$ cat src/rtl/beam_coeff_bank_ctrl_pkg.sv
// Shared defaults, FSM encoding, unity constant and address helpers for beam_coeff_bank_ctrl.
// Build defaults stand in for beamformer_defines.vh when that header has not already set them.
`ifndef NUM_CH_PER_LANE
`define NUM_CH_PER_LANE 4
`endif
`ifndef COEFF_WIDTH
`define COEFF_WIDTH 16
`endif
`ifndef WEIGHT_UPDATE_PERIOD
`define WEIGHT_UPDATE_PERIOD 8
`endif
`ifndef Q15_ONE
`define Q15_ONE 16'h7FFF
`endif

// Split a {beam, ch} write address into its fields.
`define COEFF_ADDR_BEAM(addr, bw, cw) addr[(bw)+(cw)-1 -: (bw)]
`define COEFF_ADDR_CH(addr, cw) addr[(cw)-1:0]

package beam_coeff_bank_ctrl_pkg;

    typedef enum logic [1:0] {
        ST_INIT  = 2'd0,
        ST_IDLE  = 2'd1,
        ST_ARMED = 2'd2,
        ST_COPY  = 2'd3
    } state_t;

    localparam logic [15:0] Q15_ONE = `Q15_ONE;

    function automatic int coeff_depth(input int num_beams, input int num_ch);
        return num_beams * num_ch;
    endfunction

    function automatic int idx_width(input int depth);
        return (depth > 1) ? $clog2(depth) : 1;
    endfunction

endpackage

$ cat src/rtl/beam_coeff_bank_ctrl_frame_counter.sv
// Sample position within the weight-update frame; flags the last sample of each frame.
module coeff_frame_counter #(
    parameter int UPDATE_PERIOD = 8
) (
    input  logic        core_clk,
    input  logic        core_rst_n,
    input  logic        run,
    input  logic        sample_valid,
    output logic [31:0] sample_count,
    output logic        boundary
);

    localparam logic [31:0] LAST = 32'(UPDATE_PERIOD - 1);

    assign boundary = run && sample_valid && (sample_count == LAST);

    // NOTE: state registers use non-blocking assignments so every flop samples pre-edge values.
    always_ff @(posedge core_clk) begin
        if (!core_rst_n) begin
            sample_count <= '0;
        end else if (!run || boundary) begin
            sample_count <= '0;
        end else if (sample_valid) begin
            sample_count <= sample_count + 32'd1;
        end
    end

endmodule

$ cat src/rtl/beam_coeff_bank_ctrl.sv
// Multi-beam active/shadow coefficient banks with frame-aligned commit.
// Define COEFF_SHADOW_COPY_EN to copy the new active bank into the shadow bank after each swap.
module beam_coeff_bank_ctrl
    import beam_coeff_bank_ctrl_pkg::*;
#(
    parameter int NUM_BEAMS     = 4,
    parameter int NUM_CH        = `NUM_CH_PER_LANE,
    parameter int COEFF_WIDTH   = `COEFF_WIDTH,
    parameter int UPDATE_PERIOD = `WEIGHT_UPDATE_PERIOD,
    parameter int BEAM_W        = 2,
    parameter int CH_W          = 5
) (
    input  logic                            core_clk,
    input  logic                            core_rst_n,
    input  logic                            sample_valid,
    input  logic [BEAM_W-1:0]               beam_sel,
    output logic [NUM_CH*2*COEFF_WIDTH-1:0] coeff_data,
    output logic                            coeff_valid,
    input  logic                            wr_en,
    input  logic [BEAM_W+CH_W-1:0]          wr_addr,
    input  logic [2*COEFF_WIDTH-1:0]        wr_data,
    output logic                            wr_ready,
    input  logic                            commit_req,
    output logic                            commit_ack,
    output logic                            active_bank,
    output logic                            busy,
    output logic [31:0]                     sample_count,
    output logic [15:0]                     swap_count,
    output logic                            addr_err
);

    localparam int DEPTH = coeff_depth(NUM_BEAMS, NUM_CH);
    localparam int IDX_W = idx_width(DEPTH);
    localparam int EW    = 2 * COEFF_WIDTH;
    localparam logic [EW-1:0]    UNITY    = EW'(Q15_ONE);
    localparam logic [IDX_W-1:0] LAST_IDX = IDX_W'(DEPTH - 1);

    state_t                 state;
    state_t                 state_next;
    logic [IDX_W-1:0]       idx;
    logic [EW-1:0]          bank [2][DEPTH];
    logic                   boundary;
    logic                   swap;
    logic [BEAM_W-1:0]      wr_beam;
    logic [CH_W-1:0]        wr_ch;
    logic                   wr_in_range;
    logic                   wr_fire;
    logic [IDX_W-1:0]       wr_idx;
    logic                   rd_bank;
    logic                   rd_ok;
    logic [NUM_CH*EW-1:0]   rd_vec;

    coeff_frame_counter #(
        .UPDATE_PERIOD(UPDATE_PERIOD)
    ) u_frame_counter (
        .core_clk    (core_clk),
        .core_rst_n  (core_rst_n),
        .run         (state != ST_INIT),
        .sample_valid(sample_valid),
        .sample_count(sample_count),
        .boundary    (boundary)
    );

    // NOTE: every output of this block gets a default first, so no path can infer a latch.
    always_comb begin
        state_next = state;
        wr_ready   = 1'b0;
        busy       = 1'b0;
        commit_ack = 1'b0;
        case (state)
            ST_INIT: begin
                busy = 1'b1;
                if (idx == LAST_IDX) state_next = ST_IDLE;
            end
            ST_IDLE: begin
                wr_ready = 1'b1;
                if (commit_req) state_next = ST_ARMED;
            end
            ST_ARMED: begin
                if (boundary) begin
                    commit_ack = 1'b1;
`ifdef COEFF_SHADOW_COPY_EN
                    state_next = ST_COPY;
`else
                    state_next = ST_IDLE;
`endif
                end
            end
`ifdef COEFF_SHADOW_COPY_EN
            ST_COPY: begin
                busy = 1'b1;
                if (idx == LAST_IDX) state_next = ST_IDLE;
            end
`endif
            default: state_next = ST_INIT;
        endcase
    end

    assign swap = commit_ack;

    assign wr_beam     = `COEFF_ADDR_BEAM(wr_addr, BEAM_W, CH_W);
    assign wr_ch       = `COEFF_ADDR_CH(wr_addr, CH_W);
    assign wr_in_range = (int'(wr_beam) < NUM_BEAMS) && (int'(wr_ch) < NUM_CH);
    assign wr_fire     = wr_en && wr_ready && wr_in_range;
    assign wr_idx      = wr_in_range ? IDX_W'(int'(wr_beam) * NUM_CH + int'(wr_ch)) : '0;

    always_ff @(posedge core_clk) begin
        if (!core_rst_n) begin
            state       <= ST_INIT;
            idx         <= '0;
            active_bank <= 1'b0;
            swap_count  <= '0;
            addr_err    <= 1'b0;
        end else begin
            state <= state_next;
            idx   <= (busy && idx != LAST_IDX) ? idx + 1'b1 : '0;
            if (swap) begin
                active_bank <= ~active_bank;
                swap_count  <= swap_count + 16'd1;
            end
            if (wr_en && wr_ready && !wr_in_range) addr_err <= 1'b1;
        end
    end

    // NOTE: the banks carry no reset branch; INIT rewrites every entry after reset, so they stay plain RAM.
    always_ff @(posedge core_clk) begin
        if (core_rst_n) begin
            if (state == ST_INIT) begin
                bank[0][idx] <= UNITY;
                bank[1][idx] <= UNITY;
            end
`ifdef COEFF_SHADOW_COPY_EN
            else if (state == ST_COPY) begin
                bank[~active_bank][idx] <= bank[active_bank][idx];
            end
`endif
            else if (wr_fire) begin
                bank[~active_bank][wr_idx] <= wr_data;
            end
        end
    end

    // Read from the bank that will be active next cycle so data follows a swap immediately.
    assign rd_bank = active_bank ^ swap;
    assign rd_ok   = int'(beam_sel) < NUM_BEAMS;

    always_comb begin
        rd_vec = '0;
        if (rd_ok) begin
            for (int c = 0; c < NUM_CH; c++) begin
                rd_vec[c*EW +: EW] = bank[rd_bank][IDX_W'(int'(beam_sel) * NUM_CH + c)];
            end
        end
    end

    // The last INIT entry is still being written, so the first valid word is forced to unity.
    always_ff @(posedge core_clk) begin
        if (!core_rst_n) begin
            coeff_data  <= '0;
            coeff_valid <= 1'b0;
        end else if (state == ST_INIT) begin
            coeff_valid <= (idx == LAST_IDX) && rd_ok;
            coeff_data  <= ((idx == LAST_IDX) && rd_ok) ? {NUM_CH{UNITY}} : '0;
        end else begin
            coeff_valid <= rd_ok;
            coeff_data  <= rd_vec;
        end
    end

endmodule

$ cat config.mk
export PLATFORM = sky130hd
export DESIGN_NAME = beam_coeff_bank_ctrl
export DESIGN_NICKNAME = d
export VERILOG_FILES = /design/src/rtl/beam_coeff_bank_ctrl_pkg.sv /design/src/rtl/beam_coeff_bank_ctrl_frame_counter.sv /design/src/rtl/beam_coeff_bank_ctrl.sv
export SDC_FILE = /design/constraint.sdc
export NUM_CORES = 2
export LEC_CHECK = 0
export ABC_AREA = 1
export ABC_CLOCK_PERIOD_IN_PS = 3600
export BUFFER_PORTS_ARGS = -buffer_cell sky130_fd_sc_hd__buf_4
export CORE_MARGIN = 2
export CORE_UTILIZATION = 55
export CTS_CLUSTER_DIAMETER = 100
export DETAILED_ROUTE_END_ITERATION = 10
export PLACE_DENSITY = 0.72
export SKIP_CTS_REPAIR_TIMING = 1
export SLEW_MARGIN = 25
export SYNTH_ARGS = -nofsm -noshare
export SYNTH_HDL_FRONTEND = slang
export SYNTH_HIERARCHICAL = 1
export SYNTH_SLANG_ARGS = --single-unit
$ cat constraint.sdc
create_clock -name core_clk -period 3.6 [get_ports core_clk]
set_clock_uncertainty 0.15 [all_clocks]
set_input_delay 0.72 -clock core_clk [delete_from_list [all_inputs] [get_ports core_clk]]
set_output_delay 0.72 -clock core_clk [all_outputs]
set_load 0.05 [all_outputs]
==> results by group <==
Outcome
  – Status: finished clean

Route
  – Routed wire length: 147000 um
  – DR vias: 42900
  – Routed vias/inst: ~5.8
  – WL/cell: roughly 20 um
  – First drt pass iteration count: 8
  – 1st-iter DRT viols: 5315
  – Residual DRC: 0
  – Routed Antenna Nets: 0

Global route
  – Wire length of the first global-routing pass: about 230000 um
  – Total track usage: 30.1%
  – Remaining global-route overflow: 0
  – Number of global-route vias before repair: 39700
  – Initial antenna violation count: 2
  – Largest net degree at the start of global routing: 165

Worst setup path
  – CP bufs+invs: 6
  – Largest stage delay, worst path: 370 ps
  – Slowest CP cell: dfxtp_2
  – CP startpoint kind: flop
  – CP Max Fanout: 8
  – Kind of cell adding the most delay to the critical path: buffers and inverters
  – WS Path Type: reg2out
  – Arrival @ worst endpoint: roughly 2600 ps
  – Critical Path, Cell by Cell: inv_2 > nor2_1 > nand2_1 > nor2_1 > nand3_2 > nor2_4 > buf_4 > buf_4 > nand3_2 > buf_6 > clkinvlp_4 > buf_6
  – Worst endpoint required time: 2730 ps
  – Endpoint class of the critical path: output pin

STA
  – Tmin final: roughly 3400 ps
  – Final clock period utilization by the worst path: 95.2%
  – Max Clk Rate: 292 MHz
  – Worst-margin pin slew: 1090 ps
  – Final setup fails: 0
  – Fin. max-slew vios: 0
  – Slew headroom: a little over a quarter
  – RSZ-0062 raised after global routing: no
  – Final-report hold violation count: 0

Hold path
  – HP Class: in2reg

Clocking
  – Clock buffer depth: 3
  – CTS tree: built
  – Clock Sinks: 1209
  – Root cell of the clock tree: clkbuf_16
  – Insertion delay to the later sink of the worst-skew pair: between 700 and 800 ps
  – Htree depth: 3
  – Inserted Clock Buffers: 121
  – Clk slew on worst S/H paths: 70 ps

Power
  – Power Total: 30100 uW
  – Leakage: about 0.024 uW
  – Pwr dens: 511 nW/um^2
  – Peak supply drop: approximately 0.46 mV

Placement
  – GPL Wtd Cong: 0.848
  – Port buffer count: 227
  – HPWL after DPL: 84500 um
  – Post-placement cell area: roughly 55000 sq um

Final layout
  – Fillers: 7709
  – Layout cells sized above 1: 11.4%
  – Post-layout instance area: 58900 sq um
  – Area grow syn2layout: 14.6%
  – Nets: 6103
  – Share of the core filled with cells: 63.4%
  – Ant. Diodes: 0

Synthesis
  – Dominant synthesized flop cell: dfxtp_1
  – Cells after synthesis: around 6000
  – Synthesized area: 51400 sq um
  – Synthesized Nets: 6084
  – Post-synth EDFFs: 544
  – Largest area contributor in the synthesized netlist: edfxtp_1
  – Post-synth cell types: 40
  – Yosys reg bits: 1209
  – Avg Cell Area, Syn: 8.52 sq um
  – Synth async-reset ratio: 0%
  – Ys Warns: 6
  – Top cell type's share of synthesized area: 31.8%
  – Largest cells by area after synthesis: edfxtp_1, dfxtp_1, o21ai_0
  – Seq/Total Area, Yosys: 57.7%

Floorplanning
  – Total die area: 95900 sq um
  – Die X: about 310 um
  – Core Footprint: 92900 sq um
  – Io pins: 228
  – Starting density of the core: 55.3%
  – Row count: 112
  – Die H: 310 um

Run
  – MaxCap Viol Count: 0
-- cell usage in the layout, fill, tap and decap left out, drive strengths merged, types with 3 or more instances in the layout --
cell type | Yosys | layout
buf | 111 | 424
nand3 | 747 | 747
inv | 450 | 457
o211ai | 136 | 136
clkbuf | 417 | 166
xor2 | 17 | 17
dfxtp | 665 | 665
clkinvlp | 0 | 5
bufinv | 0 | 15
and2 | 3 | 3
a21oi | 158 | 158
xnor2 | 5 | 5
nor2 | 821 | 821
nand4 | 14 | 14
edfxtp | 544 | 544
clkinv | 3 | 35
o21ai | 1105 | 1105
nand2 | 804 | 804
nand3b | 4 | 4
ha | 7 | 7
nor3 | 14 | 14
-- worst min-delay path: cells and delay by family --
family          cells  cell delay [ps]
simple gates        1               70
compound gates      1               50
buf+inv             1              150
-- state kept, by name, indices dropped and copies added (netlist names) --
name,flops
addr_err,1
active_bank,1
state,2
coeff_data,128
idx,4
coeff_valid,1
swap_count,16
u_frame_counter/sample_count,32
bank,1024
-- layer usage --
layer | routed length, um | global-route usage [%]
met5 | 0 | 0
met4 | 5370 | 12.1
met3 | 14400 | 5.55
met2 | 69000 | 49.1
met1 | 58000 | 39.8
-- cells by family after synthesis --
| group | synth area share (%) |
|---|---|
| flip-flops | 57.7 |
| buffers and inverters | 7.37 |
| adder cells (fa/ha/maj) | 0.170 |
| AO/OA/AOI/OAI | 14.4 |
| AND/OR/NAND/NOR | 20.0 |
| XOR/XNOR | 0.375 |
-- cells in the mapped netlist (11+ instances only) --
cell and n:
buf_1 37, nand2_1 797, clkbuf_1 415, buf_2 73
edfxtp_1 544, a21oi_1 158, dfxtp_1 665, xor2_1 17
nand3_1 730, inv_1 444, nor3_1 11, o21ai_0 1104
o211ai_1 136, nand3_2 16, nor2_1 808, nand4_1 14
-- stage by stage --
| step | cells | setup TNS (ps) | hold slack [ps] | setup slack (ps) |
|---|---|---|---|---|
| after floorplan | 6031 | 0 | 283 | 226 |
| final | 7406 | 0 | 156 | 174 |
| after global placement | 7179 | 0 | 301 | 200 |
| after CTS | 7404 | -294 | 133 | -294 |
| after global routing | 7406 | 0 | 155 | 22.1 |
| after detailed placement | 7179 | 0 | 306 | 175 |
-- worst paths after layout --
| path | startpoint | endpoint | slack (ps) | cells after the start |
|---|---|---|---|---|
| worst min-delay path | commit_req | state[1] | 160 | 3 |
| worst min register to register | idx[0] | idx[0] | 320 | 1 |
| worst max-delay path | u_frame_counter/sample_count[2] | commit_ack | 170 | 12 |
| worst max register to register | state[1] | coeff_data[99] | 450 | 15 |
-- power by group --
group          internal (uW)  total [uW]  switching, uW
sequential             14900       15100            270
combinational            582        1650           1070
clock                   7880       13300           5400
-- layout make-up --
cell class              count  area (sq um)  area share [%]
clock buffers             166          3510            5.96
clock inverters            59           724            1.23
inverters                 453          1710            2.90
multi-input cells        3841         18000            30.6
flip-flops and latches   1209         29700            50.4
well taps                1254          1570            2.66
repair buffers            424          3680            6.25
No activity file was read; power rests on OpenSTA's default activity.
